### src/rtl/ball_motion_engine_if.sv
// Bus between the pong display controller and the ball motion engine.
// The controller supplies the frame strobe and paddle flags; the engine returns ball position and score.
`timescale 1ns/1ps
interface ball_motion_engine_if;
  logic       frame_tick;
  logic       bounce_x;
  logic       bounce_y;
  logic       start;
  logic [9:0] ball_x;
  logic [8:0] ball_y;
  logic [3:0] p1_score;
  logic [3:0] p2_score;
  logic [2:0] winner;
  logic       in_play;
  logic       goal_pulse;

  modport master (
    output frame_tick, bounce_x, bounce_y, start,
    input  ball_x, ball_y, p1_score, p2_score, winner, in_play, goal_pulse
  );

  modport slave (
    input  frame_tick, bounce_x, bounce_y, start,
    output ball_x, ball_y, p1_score, p2_score, winner, in_play, goal_pulse
  );
endinterface

### src/rtl/ball_motion_engine.sv
// Frame-rate ball physics and scoring for the pong display path.
// Updates once per rising edge of frame_tick; start is honoured on any cycle in IDLE/OVER.
`timescale 1ns/1ps
// state   | meaning
// S_IDLE  | after reset, ball at centre, waiting for start
// S_SERVE | ball at centre, counting frames before launch
// S_MOVE  | ball moving, walls/goals resolved each frame
// S_OVER  | match won, scores held until start
module ball_motion_engine #(
  parameter int X_INIT       = 320,
  parameter int Y_INIT       = 240,
  parameter int X_MIN        = 10,
  parameter int X_MAX        = 629,
  parameter int Y_MIN        = 15,
  parameter int Y_MAX        = 464,
  parameter int GOAL_TOP     = 200,
  parameter int GOAL_BOT     = 280,
  parameter int SPEED_X      = 2,
  parameter int SPEED_Y      = 1,
  parameter int SERVE_FRAMES = 60,
  parameter int WIN_SCORE    = 7
) (
  input logic               clk,
  input logic               reset,
  ball_motion_engine_if.slave bus
);

  localparam int CW = $clog2(SERVE_FRAMES + 1);
  localparam logic signed [10:0] XMIN_S = 11'(X_MIN);
  localparam logic signed [10:0] XMAX_S = 11'(X_MAX);
  localparam logic signed [10:0] YMIN_S = 11'(Y_MIN);
  localparam logic signed [10:0] YMAX_S = 11'(Y_MAX);
  localparam logic signed [10:0] SPD_X  = 11'(SPEED_X);
  localparam logic signed [10:0] SPD_Y  = 11'(SPEED_Y);

  typedef enum logic [1:0] {S_IDLE, S_SERVE, S_MOVE, S_OVER} state_t;

  state_t          r_state, w_state_nxt;
  logic            r_tick_q;
  logic [CW-1:0]   r_cnt, w_cnt_nxt;
  logic [9:0]      r_x, w_x_nxt;
  logic [8:0]      r_y, w_y_nxt;
  logic            r_dx, w_dx_nxt;
  logic            r_dy, w_dy_nxt;
  logic [3:0]      r_p1, w_p1_nxt;
  logic [3:0]      r_p2, w_p2_nxt;
  logic [2:0]      r_win, w_win_nxt;
  logic            r_goal, w_goal_nxt;

  logic            w_upd;
  logic            w_dx_eff;
  logic            w_dy_eff;
  logic            w_in_goal;
  logic            w_p1_pt;
  logic            w_p2_pt;
  logic signed [10:0] w_xpos, w_ypos, w_nx, w_ny;

  // r_dx: 1 = moving right, r_dy: 1 = moving down
  assign w_upd     = bus.frame_tick & ~r_tick_q;
  assign w_dx_eff  = r_dx ^ bus.bounce_x;
  assign w_dy_eff  = r_dy ^ bus.bounce_y;
  assign w_xpos    = {1'b0, r_x};
  assign w_ypos    = {2'b00, r_y};
  assign w_nx      = w_dx_eff ? (w_xpos + SPD_X) : (w_xpos - SPD_X);
  assign w_ny      = w_dy_eff ? (w_ypos + SPD_Y) : (w_ypos - SPD_Y);
  assign w_in_goal = (r_y >= 9'(GOAL_TOP)) && (r_y <= 9'(GOAL_BOT));

  always_ff @(posedge clk or negedge reset) begin
    if (!reset) begin
      r_state  <= S_IDLE;
      r_tick_q <= 1'b0;
      r_cnt    <= '0;
      r_x      <= 10'(X_INIT);
      r_y      <= 9'(Y_INIT);
      r_dx     <= 1'b1;
      r_dy     <= 1'b1;
      r_p1     <= 4'd0;
      r_p2     <= 4'd0;
      r_win    <= 3'd0;
      r_goal   <= 1'b0;
    end else begin
      r_state  <= w_state_nxt;
      r_tick_q <= bus.frame_tick;
      r_cnt    <= w_cnt_nxt;
      r_x      <= w_x_nxt;
      r_y      <= w_y_nxt;
      r_dx     <= w_dx_nxt;
      r_dy     <= w_dy_nxt;
      r_p1     <= w_p1_nxt;
      r_p2     <= w_p2_nxt;
      r_win    <= w_win_nxt;
      r_goal   <= w_goal_nxt;
    end
  end

  always_comb begin
    w_state_nxt = r_state;
    w_cnt_nxt   = r_cnt;
    w_x_nxt     = r_x;
    w_y_nxt     = r_y;
    w_dx_nxt    = r_dx;
    w_dy_nxt    = r_dy;
    w_p1_nxt    = r_p1;
    w_p2_nxt    = r_p2;
    w_win_nxt   = r_win;
    w_goal_nxt  = 1'b0;
    w_p1_pt     = 1'b0;
    w_p2_pt     = 1'b0;
    case (r_state)
      S_IDLE: begin
        if (bus.start) begin
          w_state_nxt = S_SERVE;
          w_cnt_nxt   = '0;
        end
      end
      S_SERVE: begin
        if (w_upd) begin
          if (r_cnt == CW'(SERVE_FRAMES - 1)) w_state_nxt = S_MOVE;
          else                               w_cnt_nxt   = r_cnt + CW'(1);
        end
      end
      S_MOVE: begin
        if (w_upd) begin
          w_dx_nxt = w_dx_eff;
          w_dy_nxt = w_dy_eff;
          w_x_nxt  = w_nx[9:0];
          w_y_nxt  = w_ny[8:0];
          if (w_ny <= YMIN_S) begin
            w_y_nxt  = 9'(Y_MIN);
            w_dy_nxt = 1'b1;
          end else if (w_ny >= YMAX_S) begin
            w_y_nxt  = 9'(Y_MAX);
            w_dy_nxt = 1'b0;
          end
          // goal test uses the pre-move y so a wall clamp cannot push the ball out of the goal
          if (w_nx <= XMIN_S) begin
            if (w_in_goal) w_p2_pt = 1'b1;
            else begin
              w_x_nxt  = 10'(X_MIN);
              w_dx_nxt = 1'b1;
            end
          end else if (w_nx >= XMAX_S) begin
            if (w_in_goal) w_p1_pt = 1'b1;
            else begin
              w_x_nxt  = 10'(X_MAX);
              w_dx_nxt = 1'b0;
            end
          end
          if (w_p1_pt || w_p2_pt) begin
            w_goal_nxt = 1'b1;
            w_x_nxt    = 10'(X_INIT);
            w_y_nxt    = 9'(Y_INIT);
            w_dy_nxt   = 1'b1;
            w_cnt_nxt  = '0;
            if (w_p1_pt) begin
              w_p1_nxt    = (r_p1 >= 4'(WIN_SCORE)) ? 4'(WIN_SCORE) : r_p1 + 4'd1;
              w_win_nxt   = 3'd1;
              w_dx_nxt    = 1'b1;
              w_state_nxt = (w_p1_nxt == 4'(WIN_SCORE)) ? S_OVER : S_SERVE;
            end else begin
              w_p2_nxt    = (r_p2 >= 4'(WIN_SCORE)) ? 4'(WIN_SCORE) : r_p2 + 4'd1;
              w_win_nxt   = 3'd2;
              w_dx_nxt    = 1'b0;
              w_state_nxt = (w_p2_nxt == 4'(WIN_SCORE)) ? S_OVER : S_SERVE;
            end
          end
        end
      end
      S_OVER: begin
        if (bus.start) begin
          w_p1_nxt    = 4'd0;
          w_p2_nxt    = 4'd0;
          w_win_nxt   = 3'd0;
          w_dx_nxt    = 1'b1;
          w_cnt_nxt   = '0;
          w_state_nxt = S_SERVE;
        end
      end
      default: w_state_nxt = S_IDLE;
    endcase
  end

  assign bus.ball_x     = r_x;
  assign bus.ball_y     = r_y;
  assign bus.p1_score   = r_p1;
  assign bus.p2_score   = r_p2;
  assign bus.winner     = r_win;
  assign bus.in_play    = (r_state == S_MOVE);
  assign bus.goal_pulse = r_goal;

endmodule

### src/flat_wrapper.sv
// flat-port wrapper written by rule: the top's interface ports become plain ports
module ball_motion_engine_flat 
#(
  parameter int X_INIT       = 320,
  parameter int Y_INIT       = 240,
  parameter int X_MIN        = 10,
  parameter int X_MAX        = 629,
  parameter int Y_MIN        = 15,
  parameter int Y_MAX        = 464,
  parameter int GOAL_TOP     = 200,
  parameter int GOAL_BOT     = 280,
  parameter int SPEED_X      = 2,
  parameter int SPEED_Y      = 1,
  parameter int SERVE_FRAMES = 60,
  parameter int WIN_SCORE    = 7
)
  (clk, reset, bus_frame_tick, bus_bounce_x, bus_bounce_y, bus_start, bus_ball_x, bus_ball_y, bus_p1_score, bus_p2_score, bus_winner, bus_in_play, bus_goal_pulse);
  ball_motion_engine_if bus_i ();
  input logic clk;
  input logic reset;
  input wire logic [$bits(bus_i.frame_tick)-1:0] bus_frame_tick;
  input wire logic [$bits(bus_i.bounce_x)-1:0] bus_bounce_x;
  input wire logic [$bits(bus_i.bounce_y)-1:0] bus_bounce_y;
  input wire logic [$bits(bus_i.start)-1:0] bus_start;
  output wire logic [$bits(bus_i.ball_x)-1:0] bus_ball_x;
  output wire logic [$bits(bus_i.ball_y)-1:0] bus_ball_y;
  output wire logic [$bits(bus_i.p1_score)-1:0] bus_p1_score;
  output wire logic [$bits(bus_i.p2_score)-1:0] bus_p2_score;
  output wire logic [$bits(bus_i.winner)-1:0] bus_winner;
  output wire logic [$bits(bus_i.in_play)-1:0] bus_in_play;
  output wire logic [$bits(bus_i.goal_pulse)-1:0] bus_goal_pulse;
  assign bus_i.frame_tick = bus_frame_tick;
  assign bus_i.bounce_x = bus_bounce_x;
  assign bus_i.bounce_y = bus_bounce_y;
  assign bus_i.start = bus_start;
  assign bus_ball_x = bus_i.ball_x;
  assign bus_ball_y = bus_i.ball_y;
  assign bus_p1_score = bus_i.p1_score;
  assign bus_p2_score = bus_i.p2_score;
  assign bus_winner = bus_i.winner;
  assign bus_in_play = bus_i.in_play;
  assign bus_goal_pulse = bus_i.goal_pulse;
  ball_motion_engine #(.X_INIT(X_INIT), .Y_INIT(Y_INIT), .X_MIN(X_MIN), .X_MAX(X_MAX), .Y_MIN(Y_MIN), .Y_MAX(Y_MAX), .GOAL_TOP(GOAL_TOP), .GOAL_BOT(GOAL_BOT), .SPEED_X(SPEED_X), .SPEED_Y(SPEED_Y), .SERVE_FRAMES(SERVE_FRAMES), .WIN_SCORE(WIN_SCORE)) u_core (.clk(clk), .reset(reset), .bus(bus_i));
endmodule
### config.mk
export PLATFORM = sky130hd
export DESIGN_NAME = ball_motion_engine_flat
export DESIGN_NICKNAME = d
export VERILOG_FILES = /design/src/rtl/ball_motion_engine_if.sv /design/src/rtl/ball_motion_engine.sv /design/src/flat_wrapper.sv
export SDC_FILE = /design/constraint.sdc
export NUM_CORES = 1
export LEC_CHECK = 0
export CORE_MARGIN = 2
export CORE_UTILIZATION = 30
export DETAILED_ROUTE_END_ITERATION = 12
export PLACE_DENSITY_LB_ADDON = 0.15
export SYNTH_ARGS = -nofsm -noshare
export SYNTH_HDL_FRONTEND = slang
export SYNTH_SLANG_ARGS = --single-unit
### constraint.sdc
create_clock -name clk -period 4.4 [get_ports clk]
set_input_delay 0.44 -clock clk [delete_from_list [all_inputs] [get_ports clk]]
set_output_delay 0.44 -clock clk [all_outputs]
set_load 0.03 [all_outputs]
==> reports/results.txt, run 1 <==
GR peak layer = met2
Post-CTS Setup Bufs = 0
DR DRC count = 0
Synth Area in XOR/XNOR = 3.24%
Final Cycle Share = 91.1%
Via count = 3017
CTS Buf Count = 5
# port buffers = 36
Outcome = complete, no violations
CP max stage cell = clkdlybuf4s50_1
Fin nets = 425
Die Y = 107 µm
Top_reg_cell synth = dfrtp_1
Final slew viol count = 0
Hold/Removal Path Class = in2async
Resized Gates After CTS = 0
Fin. Hold Viols = 0
CP endpoint kind = flop
Vias in the first global route = 2812
Setup-failing EPs final = 0
I/O pin count = 38
Util after Layout = 37.1%
N_diodes = 0
Worst skew pair latency = 0.29 ns
DR vias/cell = 5.58
Final min period = 4.01 ns
DRT iter0 DRCs = 126
Syn Area/Cell = 8.72 µm²
First-pass DRT Iterations = 4
Sequential-to-total area share from yosys stat = 32.4%
Syn nets = 388
Layout area overhead = 19.7%
Simple-Gate Fraction of Synth Area = 19.8%
Reg2reg end = u_core.bus.ball_y[4]$_DFFE_PN1P_
Die area = 11500 µm²
Least-Margin Pin Slew = 0.960 ns
Hold-fix buffers, CTS = 0
Leakage = 1.52 nW
Post-synthesis compound-gate area fraction = 29.2%
Largest net degree at the start of global routing = 42
Cells after synthesis = 367
Req. time, crit path = 4.62 ns
Setup TNS = 0 ns
Synth Area in Adders = 6.18%
Yosys reg bits = 41
Antenna viol nets, final = 0
RePlAce Congestion = 0.837
Gr ovfl total = 0
Initial core utilization = 31.0%
Clk sinks = 41
Ys async rst share = 100%
Number of flops mapped to enable cells by yosys = 0
Layout cell share with drive strength beyond 1 = 10.6%
First-pass GRT wire length = 13800 µm
Max Freq = 0.250 GHz
Crit-path max cell delay = 0.57 ns
Crit-path max FO = 10
# Max-Cap Violations = 0
PD cells = 836 nW/µm²
Clock Skew = 0.00454 ns
GRT met3 Usage = 2.36%
WS Path Type = in2reg
Met1 Use GR = 20.6%
Core Area = 10300 µm²
Number of cell rows = 37
Wire per inst = 15.5 µm
Synth cell types = 68
Clock Tree Buf Depth = 2
Worst r2r path cells = 12
RSZ-0062 raised after global routing = false
Post-synthesis mux area share = 4.07%
CTS clk-pin slew, worst paths = 0.09 ns
Yosys warning total = 0
Crit start category = input port
CTS tree = done
Relative slew slack = 36.0%
Reg2reg start = u_core.r_dx$_DFFE_PN1P_
Die width = 107 µm
Chain of cells forming the critical path = clkdlybuf4s50_1 > xor2_2 > xnor2_1 > ha_1 > o21a_1 > or4_4 > a221oi_4 > a221oi_2 > a41o_4 > a22oi_4 > buf_4 > nand2_2 > o22a_1
Gr usage total = 14.7%
DP HPWL = 6110 µm
VDD IR max = 291 µV
CTS H-tree lvls = 2
FF-to-FF setup slack = 0.57 ns
Critical path arrival = 4.23 ns
WL final = 8400 µm
Root buf cell = clkbuf_8
Met2 usage = 23.1%
Largest family of logic cells by synthesized area = compound AO/OA/AOI/OAI gates
Cell Area, Synth = 3200 µm²
Initial antenna violation count = 0
critical path: cells and delay by family:
kind / cells / cell delay (ns)
AO/OA/AOI/OAI: 6 / 1.53
adder cells (fa/ha/maj): 1 / 0.28
XOR/XNOR: 2 / 0.60
AND/OR/NAND/NOR: 2 / 0.55
buffers and inverters: 2 / 0.82
power breakdown:
group | internal [mW] | total [mW] | switching (mW)
logic | 0.891 | 2.14 | 1.25
clock network | 0.169 | 0.307 | 0.138
registers | 0.537 | 0.757 | 0.220
total | 1.60 | 3.20 | 1.60
state kept, by name, indices dropped and copies added (netlist names):
name                   cells
u_core.bus.ball_x         10
u_core.bus.ball_y          9
u_core.bus.goal_pulse      1
u_core.bus.p1_score        4
u_core.bus.p2_score        4
u_core.bus.winner          2
u_core.r_cnt               6
u_core.r_dx                1
u_core.r_dy                1
u_core.r_state             2
u_core.r_tick_q            1
worst max-delay path by stage:
stage / start / endpoint / slack (ns) / cells after the start
2_1_floorplan: u_core.r_dx$_DFFE_PN1P_ / u_core.bus.winner[0]$_DFFE_PN0P_ / 0.73 / 11
3_3_place_gp: bus_bounce_x / u_core.bus.ball_y[7]$_DFFE_PN1P_ / 0.18 / 13
3_5_place_dp: bus_bounce_x / u_core.bus.ball_y[7]$_DFFE_PN1P_ / 0.1 / 13
4_1_cts: bus_bounce_x / u_core.bus.ball_y[4]$_DFFE_PN1P_ / 0.38 / 13
5_1_grt: bus_bounce_x / u_core.bus.ball_y[4]$_DFFE_PN1P_ / 0.19 / 14
6_report: bus_bounce_x / u_core.bus.ball_y[4]$_DFFE_PN1P_ / 0.39 / 13
cell families after synthesis:
logic type	after synthesis
buffers and inverters	38
and+or+nand+nor	118
DFF	41
AOI/OAI and AO/OA	130
xor gates and xnor gates	11
other	1
adders and majority gates	16
muxes	12
Yosys cell counts, types with 5 or more instances:
library cell,count,area [µm²]
nand3_1,13,65.1
o21ai_0,17,85.1
ha_1,15,188
a211oi_1,7,52.6
nand2_1,18,67.6
dfstp_2,8,210
a21o_1,7,52.6
nor2b_1,7,43.8
clkbuf_1,12,45.0
xnor2_1,7,61.3
inv_1,22,82.6
nor3_1,9,45.0
nor2_1,26,97.6
and2_1,5,31.3
mux2_1,5,56.3
a22o_1,5,43.8
o22ai_1,8,50.1
a31oi_1,9,56.3
nor4_1,6,37.5
o41ai_1,5,43.8
dfrtp_1,33,826
nand4_1,7,43.8
a21oi_1,32,160
or3_1,5,31.3
cell usage in the layout (no fill, tap or decap), types with 4 or more instances in the layout:
cell type	synthesis	final
a21o_1	7	7
ha_1	15	15
a22o_1	5	5
nand4_1	7	7
nor2b_1	7	7
o22ai_1	8	8
a21oi_1	32	32
and2_1	5	5
nor2_1	26	26
o211ai_1	4	4
o22a_1	4	4
mux2i_1	4	4
o41ai_1	5	5
o21ai_0	17	17
a211oi_1	7	7
mux2_1	5	5
dfrtp_1	33	33
or3_1	5	5
nor3_1	9	9
a22oi_1	4	4
clkdlybuf4s50_1	0	35
nand2b_1	4	4
clkbuf_8	0	5
nand3_1	13	13
nor4_1	6	6
inv_1	22	22
and3_1	4	4
nand2_1	18	18
buf_4	1	10
xnor2_1	7	7
dfstp_2	8	8
a31oi_1	9	9
routing by layer:
layer | share of wire, % | up-vias
met2 | 46 | 85
li1 | - | 1469
met3 | 4.5 | 11
met4 | 1.3 | 0
met5 | 0 | -
met1 | 49 | 1452
final cells by class:
class                           count  area, µm²
Clock buffer                        6       72.6
Clock inverter                      2       35.0
Fill cell                        1060       6490
Inverter                           22       82.6
Multi-Input combinational cell    288       2000
Sequential cell                    41       1040
Tap cell                          136        170
Timing Repair Buffer               46        430
metrics by stage:
stage / cell area [µm²] / power, mW / hold slack, ns / std cells / setup slack [ns]
floorplan: 3200 / 2.21 / 0.144 / 367 / 0.729
global placement: 3720 / 2.90 / 0.488 / 533 / 0.182
global route: 3830 / 3.46 / 0.386 / 541 / 0.189
detailed placement: 3720 / 2.90 / 0.486 / 533 / 0.0958
finish: 3830 / 3.20 / 0.301 / 541 / 0.392
CTS: 3830 / 3.22 / 0.329 / 541 / 0.379
(Power assumes the default switching activity.)
==> run 2: changes to the inputs <==
--- a/config.mk
+++ b/config.mk
@@ -9,6 +9,7 @@
 export CORE_UTILIZATION = 30
 export DETAILED_ROUTE_END_ITERATION = 12
 export PLACE_DENSITY_LB_ADDON = 0.15
+export SLEW_MARGIN = 5
 export SYNTH_ARGS = -nofsm -noshare
 export SYNTH_HDL_FRONTEND = slang
 export SYNTH_SLANG_ARGS = --single-unit
==> results of run 2 <==
Final layout, timing and power as in run 1 (identical DEF).
